## src/rtl/idelay_array_ctrl.sv

```systemverilog
// ---------------------------------------------------------------------------
// idelay_array_ctrl
//   Multi-lane programmable input delay. Each lane carries its own buffer
//   delay chain, a tap mux, a tap counter, a pipeline load register and a
//   small IDLE/SETTLE FSM. The FSM keeps tap changes from arriving faster
//   than the chain can settle. The block sits between the pad buffers and
//   the RGMII/IDDR capture logic.
//
// Ports
//   i_c            in   1                clock, rising edge
//   i_regrst_n     in   1                synchronous active-low reset
//   i_datain       in   NUM_CH           per-lane data into the delay chain
//   i_ce           in   NUM_CH           per-lane step enable
//   i_inc          in   NUM_CH           per-lane direction, 1 = increment
//   i_ld           in   NUM_CH           per-lane load strobe
//   i_ldpipeen     in   NUM_CH           per-lane pipeline register capture
//   i_cntvaluein   in   NUM_CH*TAP_BITS  load values, lane k at [k*TAP_BITS +: TAP_BITS]
//   o_dataout      out  NUM_CH           delayed data (combinational path)
//   o_cntvalueout  out  NUM_CH*TAP_BITS  current tap per lane, same packing
//   o_rdy          out  NUM_CH           1 = lane accepts LD/CE this cycle
// ---------------------------------------------------------------------------

// One delay element of the chain. In the ASAP7 flow this wrapper is bound to
// BUFx2_ASAP7_75t_R and kept from being optimised away by the physical
// constraints; in RTL simulation it is a zero-delay wire.
module idelay_array_ctrl_buf (
  input  logic i_a,
  output logic o_y
);
  assign o_y = i_a;
endmodule

module idelay_array_ctrl #(
  parameter int NUM_CH         = 4,
  parameter int TAP_BITS       = 5,
  parameter int STAGES_PER_TAP = 2,
  parameter int INIT_VALUE     = 0,
  parameter int FIXED_MODE     = 0,
  parameter int WRAP_MODE      = 1,
  parameter int PIPE_SEL       = 0,
  parameter int SETTLE_CYCLES  = 4
) (
  input  logic                         i_c,
  input  logic                         i_regrst_n,
  input  logic [NUM_CH-1:0]            i_datain,
  input  logic [NUM_CH-1:0]            i_ce,
  input  logic [NUM_CH-1:0]            i_inc,
  input  logic [NUM_CH-1:0]            i_ld,
  input  logic [NUM_CH-1:0]            i_ldpipeen,
  input  logic [NUM_CH*TAP_BITS-1:0]   i_cntvaluein,
  output logic [NUM_CH-1:0]            o_dataout,
  output logic [NUM_CH*TAP_BITS-1:0]   o_cntvalueout,
  output logic [NUM_CH-1:0]            o_rdy
);

  localparam int NUM_TAPS = 2 ** TAP_BITS;
  // Settle counter only has to hold SETTLE_CYCLES-1.
  localparam int CNT_W    = (SETTLE_CYCLES > 2) ? $clog2(SETTLE_CYCLES) : 1;

  localparam logic [TAP_BITS-1:0] TAP_MAX  = {TAP_BITS{1'b1}};
  localparam logic [TAP_BITS-1:0] TAP_MIN  = {TAP_BITS{1'b0}};
  localparam logic [TAP_BITS-1:0] TAP_ONE  = TAP_BITS'(1);
  localparam logic [TAP_BITS-1:0] TAP_INIT = TAP_BITS'(INIT_VALUE);
  localparam logic [CNT_W-1:0]    CNT_ZERO = {CNT_W{1'b0}};
  localparam logic [CNT_W-1:0]    CNT_ONE  = CNT_W'(1);
  localparam logic [CNT_W-1:0]    SETTLE_LOAD =
    (SETTLE_CYCLES > 0) ? CNT_W'(SETTLE_CYCLES - 1) : {CNT_W{1'b0}};

  typedef enum logic [0:0] {
    ST_IDLE   = 1'b0,
    ST_SETTLE = 1'b1
  } lane_state_e;

  for (genvar k = 0; k < NUM_CH; k++) begin : g_lane

    logic [TAP_BITS-1:0] w_tap;
    logic                w_rdy;
    logic [TAP_BITS-1:0] r_pipe;
    logic [TAP_BITS-1:0] w_cntin;
    logic [NUM_TAPS-1:0] w_chain;
    logic                w_sel;
    logic                w_unused_pipe;

    assign w_cntin = i_cntvaluein[k*TAP_BITS +: TAP_BITS];

    // Pipeline load register: captures regardless of the lane FSM state.
    always_ff @(posedge i_c) begin
      if (!i_regrst_n) begin
        r_pipe <= TAP_MIN;
      end else if (i_ldpipeen[k]) begin
        r_pipe <= w_cntin;
      end else begin
        r_pipe <= r_pipe;
      end
    end

    // The pipe register is architecturally visible only with PIPE_SEL=1.
    assign w_unused_pipe = ^r_pipe;

    if (FIXED_MODE != 0) begin : g_fixed
      logic w_unused_cmd;
      assign w_tap        = TAP_INIT;
      assign w_rdy        = 1'b1;
      assign w_unused_cmd = ^{i_ce[k], i_inc[k], i_ld[k]};
    end else begin : g_ctrl
      lane_state_e         r_state;
      lane_state_e         w_state_nxt;
      logic [CNT_W-1:0]    r_cnt;
      logic [CNT_W-1:0]    w_cnt_nxt;
      logic [TAP_BITS-1:0] r_tap;
      logic [TAP_BITS-1:0] w_tap_nxt;
      logic [TAP_BITS-1:0] w_load_val;
      logic [TAP_BITS-1:0] w_step_val;
      logic                w_cmd;

      // With PIPE_SEL=1 a same-edge LDPIPEEN still sees the old r_pipe here.
      assign w_load_val = (PIPE_SEL != 0) ? r_pipe : w_cntin;

      // One-step tap arithmetic with wrap or saturate at the ends.
      always_comb begin
        w_step_val = r_tap;
        if (i_inc[k]) begin
          if (r_tap == TAP_MAX) begin
            w_step_val = (WRAP_MODE != 0) ? TAP_MIN : TAP_MAX;
          end else begin
            w_step_val = r_tap + TAP_ONE;
          end
        end else begin
          if (r_tap == TAP_MIN) begin
            w_step_val = (WRAP_MODE != 0) ? TAP_MAX : TAP_MIN;
          end else begin
            w_step_val = r_tap - TAP_ONE;
          end
        end
      end

      // Lane state, settle counter and tap registers.
      always_ff @(posedge i_c) begin
        if (!i_regrst_n) begin
          r_state <= ST_IDLE;
          r_cnt   <= CNT_ZERO;
          r_tap   <= TAP_INIT;
        end else begin
          r_state <= w_state_nxt;
          r_cnt   <= w_cnt_nxt;
          r_tap   <= w_tap_nxt;
        end
      end

      // Lane FSM next-state: commands only accepted in IDLE, dropped in SETTLE.
      always_comb begin
        w_state_nxt = r_state;
        w_cnt_nxt   = r_cnt;
        w_tap_nxt   = r_tap;
        w_cmd       = 1'b0;
        case (r_state)
          ST_IDLE: begin
            if (i_ld[k]) begin
              w_tap_nxt = w_load_val;
              w_cmd     = 1'b1;
            end else if (i_ce[k]) begin
              w_tap_nxt = w_step_val;
              w_cmd     = 1'b1;
            end else begin
              w_cmd     = 1'b0;
            end
            // Any command enters SETTLE, even if the tap value is unchanged.
            if (w_cmd && (SETTLE_CYCLES != 0)) begin
              w_state_nxt = ST_SETTLE;
              w_cnt_nxt   = SETTLE_LOAD;
            end else begin
              w_state_nxt = ST_IDLE;
            end
          end
          ST_SETTLE: begin
            if (r_cnt == CNT_ZERO) begin
              w_state_nxt = ST_IDLE;
            end else begin
              w_cnt_nxt   = r_cnt - CNT_ONE;
            end
          end
          default: begin
            w_state_nxt = ST_IDLE;
            w_cnt_nxt   = CNT_ZERO;
          end
        endcase
      end

      assign w_tap = r_tap;
      assign w_rdy = (r_state == ST_IDLE);
    end

    // Delay chain: tap 0 is one buffer, every further tap adds
    // STAGES_PER_TAP buffers. Each stage is its own scalar so the chain
    // never feeds back into a single vector.
    for (genvar t = 0; t < NUM_TAPS; t++) begin : g_tap
      logic w_tap_out;
      if (t == 0) begin : g_head
        idelay_array_ctrl_buf u_buf (.i_a(i_datain[k]), .o_y(w_tap_out));
      end else begin : g_body
        for (genvar s = 0; s < STAGES_PER_TAP; s++) begin : g_stg
          logic w_o;
          if (s == 0) begin : g_in
            idelay_array_ctrl_buf u_buf (.i_a(g_tap[t-1].w_tap_out), .o_y(w_o));
          end else begin : g_mid
            idelay_array_ctrl_buf u_buf (.i_a(g_stg[s-1].w_o), .o_y(w_o));
          end
        end
        assign w_tap_out = g_stg[STAGES_PER_TAP-1].w_o;
      end
      assign w_chain[t] = w_tap_out;
    end

    assign w_sel = w_chain[w_tap];

    idelay_array_ctrl_buf u_obuf (.i_a(w_sel), .o_y(o_dataout[k]));

    assign o_cntvalueout[k*TAP_BITS +: TAP_BITS] = w_tap;
    assign o_rdy[k]                              = w_rdy;
  end

endmodule

```

## config.mk

```make
export PLATFORM = sky130hd
export DESIGN_NAME = idelay_array_ctrl
export DESIGN_NICKNAME = d
export VERILOG_FILES = /design/src/rtl/idelay_array_ctrl.sv
export SDC_FILE = /design/constraint.sdc
export NUM_CORES = 1
export LEC_CHECK = 0
export ABC_AREA = 1
export BUFFER_PORTS_ARGS = -buffer_cell sky130_fd_sc_hd__buf_4
export CAP_MARGIN = 15
export CORE_ASPECT_RATIO = 0.75
export CORE_MARGIN = 2
export CORE_UTILIZATION = 25
export CTS_CLUSTER_DIAMETER = 80
export DETAILED_ROUTE_END_ITERATION = 7
export GPL_TIMING_DRIVEN = 0
export PLACE_DENSITY = 0.55
export SYNTH_ARGS = -nofsm -noshare
export SYNTH_HDL_FRONTEND = slang
export SYNTH_SLANG_ARGS = --single-unit
```

## constraint.sdc

```tcl
create_clock -name i_c -period 1.83 [get_ports i_c]
set_input_delay 0.183 -clock i_c [delete_from_list [all_inputs] [get_ports i_c]]
set_output_delay 0.183 -clock i_c [all_outputs]
set_load 0.005 [all_outputs]
```

== Word-level counts from Yosys, hierarchy flattened ==
Cells that the tools add are included.
W data, S select, Z words.

* Add/sub/neg operators: 12
* Magnitude comparators: 4
* Equality and inequality tests: 12
* Multiplexer cells: 64
* Bitwise gates (word level): 4
* Reduce and logical (&&, ||, !) cells: 20

{| class="wikitable"
|+ Operators with widths
! operator !! number
|-
| $mux W5 || 20
|-
| $lt A5 B6 Y1 const B || 4
|-
| $mux W1 || 24
|-
| $add A5 B1 Y5 const B || 4
|-
| $bmux W1 S5 || 4
|-
| $eq A5 B5 Y1 const B || 4
|-
| $logic_not A5 Y1 || 4
|-
| $sub A5 B1 Y5 const B || 4
|-
| $mux W2 || 8
|-
| $pmux W2 S2 || 4
|-
| $reduce_and A2 Y1 || 8
|-
| $logic_not A2 Y1 || 4
|-
| $ne A2 B1 Y1 const B || 4
|-
| $ne A2 B2 Y1 const B || 4
|-
| $pmux W1 S2 || 4
|-
| $reduce_bool A2 Y1 || 4
|-
| $sub A2 B1 Y2 const B || 4
|-
| $not A1 Y1 || 4
|}

* Bits in registers: 32
* Input port bits: 42
* Output and inout port bits: 28
* Word-level logic and storage cells: 128

== Logic depth before layout (Yosys ltp) ==
* Depth in word-level cells: 5
* Depth in mapped cells: 11
* Mapped depth without buffers: 11

== By module ==
From an unflattened synthesis, not the netlist that was laid out.

* Cell total of the unflattened synthesis: 917
* Area total of the unflattened synthesis: 5497.8 µm²

{| class="wikitable"
|+ Modules (own cells, without submodules)
! module !! times used !! cells each !! area each (µm²) !! seq. area each (µm²)
|-
| idelay_array_ctrl || 1 || 661 || 3575.9 || 640.6
|-
| idelay_array_ctrl_buf || 256 || 1 || 7.5 || 0.0
|}

== Least setup slack after synthesis ==
OpenSTA, ideal clock, no wires.

* Path type: register to register
* Start point: register g_lane[3].g_ctrl.r_tap[0]
* End point: register g_lane[3].g_ctrl.r_tap[2]
* Arrival time: 1.393 ns
* Required time: 1.764 ns
* Setup slack: 0.371 ns
* Cell stages (with the launch flop): 11
* Clock period less this slack: 1.459 ns
* Cell sequence: dfxtp_1 > ha_1 > nand2_1 > nor2_1 > ha_1 > inv_1 > nand2_1 > o21ai_0 > nand2_1 > a21o_1 > a21oi_2

* Cells in the longest elaborated chain, start to end: 5
* Elaborated cells on any way between the ends: 9

{| class="wikitable"
|+ RTL lines
! element !! line !! RTL
|-
| start: declaration || 110 || <nowiki>logic [TAP_BITS-1:0] r_tap;</nowiki>
|-
| start signal: assignment || 146 || <nowiki>r_tap <= w_tap_nxt;</nowiki>
|-
| $sub A5 B1 Y5, or another cell as far along || 132 || <nowiki>w_step_val = r_tap - TAP_ONE;</nowiki>
|-
| $mux W5, on equally long branches || 129, 123 ||
|-
| $mux W5 * || 122 || <nowiki>if (i_inc[k]) begin</nowiki>
|-
| $mux W5 * || 161 || <nowiki>end else if (i_ce[k]) begin</nowiki>
|-
| $mux W5 * || 158 || <nowiki>if (i_ld[k]) begin</nowiki>
|}

Mark *: on every way between the ends. The rest lies on a longest branch, timed or not. The select of a mux whose other input is x is not followed.
A chain may end at the register's enable or synchronous reset.

== Final worst setup path ==
* Start point: register g_lane[1].g_ctrl.r_tap[0]
* End point: register g_lane[1].g_ctrl.r_tap[2]

* Cells in the longest elaborated chain, start to end: 5
* Elaborated cells on any way between the ends: 9

{| class="wikitable"
|+ RTL lines
! element !! line
|-
| start: declaration || 110
|-
| start signal: assignment || 146
|-
| $sub A5 B1 Y5, or another cell as far along || 132
|-
| $mux W5, on equally long branches || 129, 123
|-
| $mux W5 * || 122
|-
| $mux W5 * || 161
|-
| $mux W5 * || 158
|}

Marked as above.

==> metrics.csv <==
metric,value,unit
rr_worst_depth,9,
tightest_slew,649,ps
pwr-share-comb,31.9,%
drv_slew,0,
diodes,0,
grt_overflow_total,0,
dieArea,10500,um2
syn_area,2430,um2
ant_nets,0,
gp_congestion,0.856,
switchingPower,847,uW
placed_cell_area,3050,um2
startpoint,g_lane[1].g_ctrl.r_tap[0],
synthToLayoutAreaGrowth,31.7,%
hold_buffers,0,
gr-usage-all-layers,12.3,%
crit_path_cell_trace,ha_1 > nand2_1 > nor2_1 > ha_1 > nor2_1 > nand2_1 > o21ai_1 > o21ai_1 > a21oi_1,
synth_seq_area_share,26.4,%
clk_pin_slew,50,ps
start_util,25.4,%
hp-class,input port to flop,
avgRoutedWirePerCell,11.0,um
cts_tree,built,
ctsResizeCount,0,
fin_crit,1630,ps
wl,6.34,mm
drt-initial-drc-count,90,
end_kind,flop,
vias_per_cell,4.41,
cts_root_buf,clkbuf_16,
syn_inst,377,
fp-row-count,31,
grt_pass1_wl,10.5,mm
path_max_fanout,7,
total_power,2550,uW
p_leak,0.00159,uW
r2r_start,g_lane[1].g_ctrl.r_tap[0],
synth-seq-cells,32,
fin_util,33.5,%
finalSetupViolCount,0,
n_fill_cell,1032,
worstPathArrival,1840,ps
fp.dieW,118,um
clock_sinks,32,
start_kind,flop,
internal_power,1700,uW
endpoint,g_lane[1].g_ctrl.r_tap[2],
dr.pass1.iters,4,
status,completed,
final_cell_mix,"81 x nand2_1, 71 x buf_4, 47 x inv_1, 46 x nor2_1, 37 x a21oi_1",
synth.avg_cell_area,6.44,um2
hold_slack,197,ps
skew,7.24,ps
cts_setup_buffers,0,
seqPwrFrac,34.7,%
max-vdd-ir-drop,0.000342,V
grt_pass1_vias,2237,
clk_latency,280,ps
grt_max_degree,11,
synth_warnings,0,
io_buffers,61,
antenna_found_initial,0,
rrSetupSlack,200,ps
max_freq,614,MHz
hpwl,4.85,mm
max_cap_viol_count,0,
finalHoldViolations,0,
period_share,89.1,%
htree_levels,2,
reg2reg_to,g_lane[1].g_ctrl.r_tap[2],
powerDensity,797,nW/um2
cpPeakStageDelay,380,ps
final_common_cell,nand2_1,
path_class,flop to flop,
drc_errors,0,
layout-drive-gt1-share,24.0,%
tns,0,ps
fin_nets,506,
fin_area,3200,um2
power.share.switching,33.2,%
worstPathRequired,2040,ps
syn-num-nets,438,
synthDistinctLibCells,25,
rsz0062_at_grt,no,
via_count,2547,
die_h,89.3,um
io_pins,70,
power_frac_clock,33.4,%
slew_headroom,56.7,%
cpMaxStageDelayCell,dfxtp_1,
clock_path_buffers,2,
numCtsBuffers,5,
core_region_area,9540,um2
## metrics by stage
stage,setup slack [ps],instances
2_1_floorplan,371,377
6_report,200,578
5_1_grt,16.6,578
3_5_place_dp,222,570
3_3_place_gp,231,570
4_1_cts,197,578
## sequential cells by signal (all words and copies together), names as in the netlist
name                   cells
g_lane.g_ctrl.r_cnt        8
g_lane.g_ctrl.r_tap       20
g_lane.g_ctrl.r_state      4
## synthesized netlist by cell type
cell	number	area (um2)
nand2_1	81	304
inv_1	47	176
nor2_1	46	173
a21oi_1	37	185
dfxtp_1	32	641
nand3_1	30	150
ha_1	19	238
o21ai_1	17	85.1
inv_2	13	48.8
buf_4	10	75.1
o21ai_0	10	50.1
o211ai_1	7	52.6
nand3_2	5	50.1
nand4_1	5	31.3
o21ai_4	3	48.8
a31oi_1	2	12.5
buf_6	2	22.5
nor2_2	2	12.5
nor2_4	2	22.5
or2_0	2	12.5
a21o_1	1	7.51
a21oi_2	1	8.76
buf_2	1	5.00
clkbuf_1	1	3.75
o21bai_2	1	11.3
## worst max-delay path: cells and delay by family (launching register included)
kind	cells	cell delay, ps
flip-flops	1	380
AND/OR/NAND/NOR	4	420
AO/OA/AOI/OAI	3	340
adder cells (fa/ha/maj)	2	420
## worst min path at each step
stage	start	end	slack [ps]	cells after the start
global placement	i_cntvaluein[0]	g_lane[0].g_ctrl.r_tap[0]	470	3
CTS	i_cntvaluein[15]	g_lane[3].g_ctrl.r_tap[0]	200	3
floorplan	i_regrst_n	g_lane[0].g_ctrl.r_tap[0]	320	2
detailed placement	i_cntvaluein[10]	g_lane[2].g_ctrl.r_tap[0]	480	3
finish	i_cntvaluein[10]	g_lane[2].g_ctrl.r_tap[0]	200	3
global route	i_cntvaluein[0]	g_lane[0].g_ctrl.r_tap[0]	220	3
## logic make-up (layout without fill, tap and decap cells)
family	after synthesis	count (layout)	synth area share, %
buffers and inverters	74	143	13.7
AOI/OAI and AO/OA	79	79	19.0
and+or+nand+nor	173	173	31.1
adders and majority gates	19	19	9.79
DFF	32	32	26.4
## final cells by class
cell class,instances,area (um2),area share (%)
repair buffers,61,458,14.3
well taps,132,165,5.17
plain buffers,14,106,3.33
clock buffers,8,146,4.58
inverters,60,225,7.05
flip-flops and latches,32,641,20.0
multi-input cells,271,1460,45.5
## power by group through the flow
stage | logic, uW | registers [uW] | clock network (uW)
CTS | 819 | 882 | 880
floorplan | 543 | 877 | 0
detailed placement | 816 | 896 | 0
global route | 933 | 900 | 912
finish | 812 | 884 | 851
global placement | 800 | 894 | 0
## per-layer routing
layer  up-vias  routed length (um)  GRT usage [%]
met5         -                   0              0
met4         0                   0           1.64
met2        67                2740           19.8
met3         0                 413           4.40
li1       1349                   -              -
met1      1131                3180           16.2
Note: power is estimated with default switching activity, not from simulation.
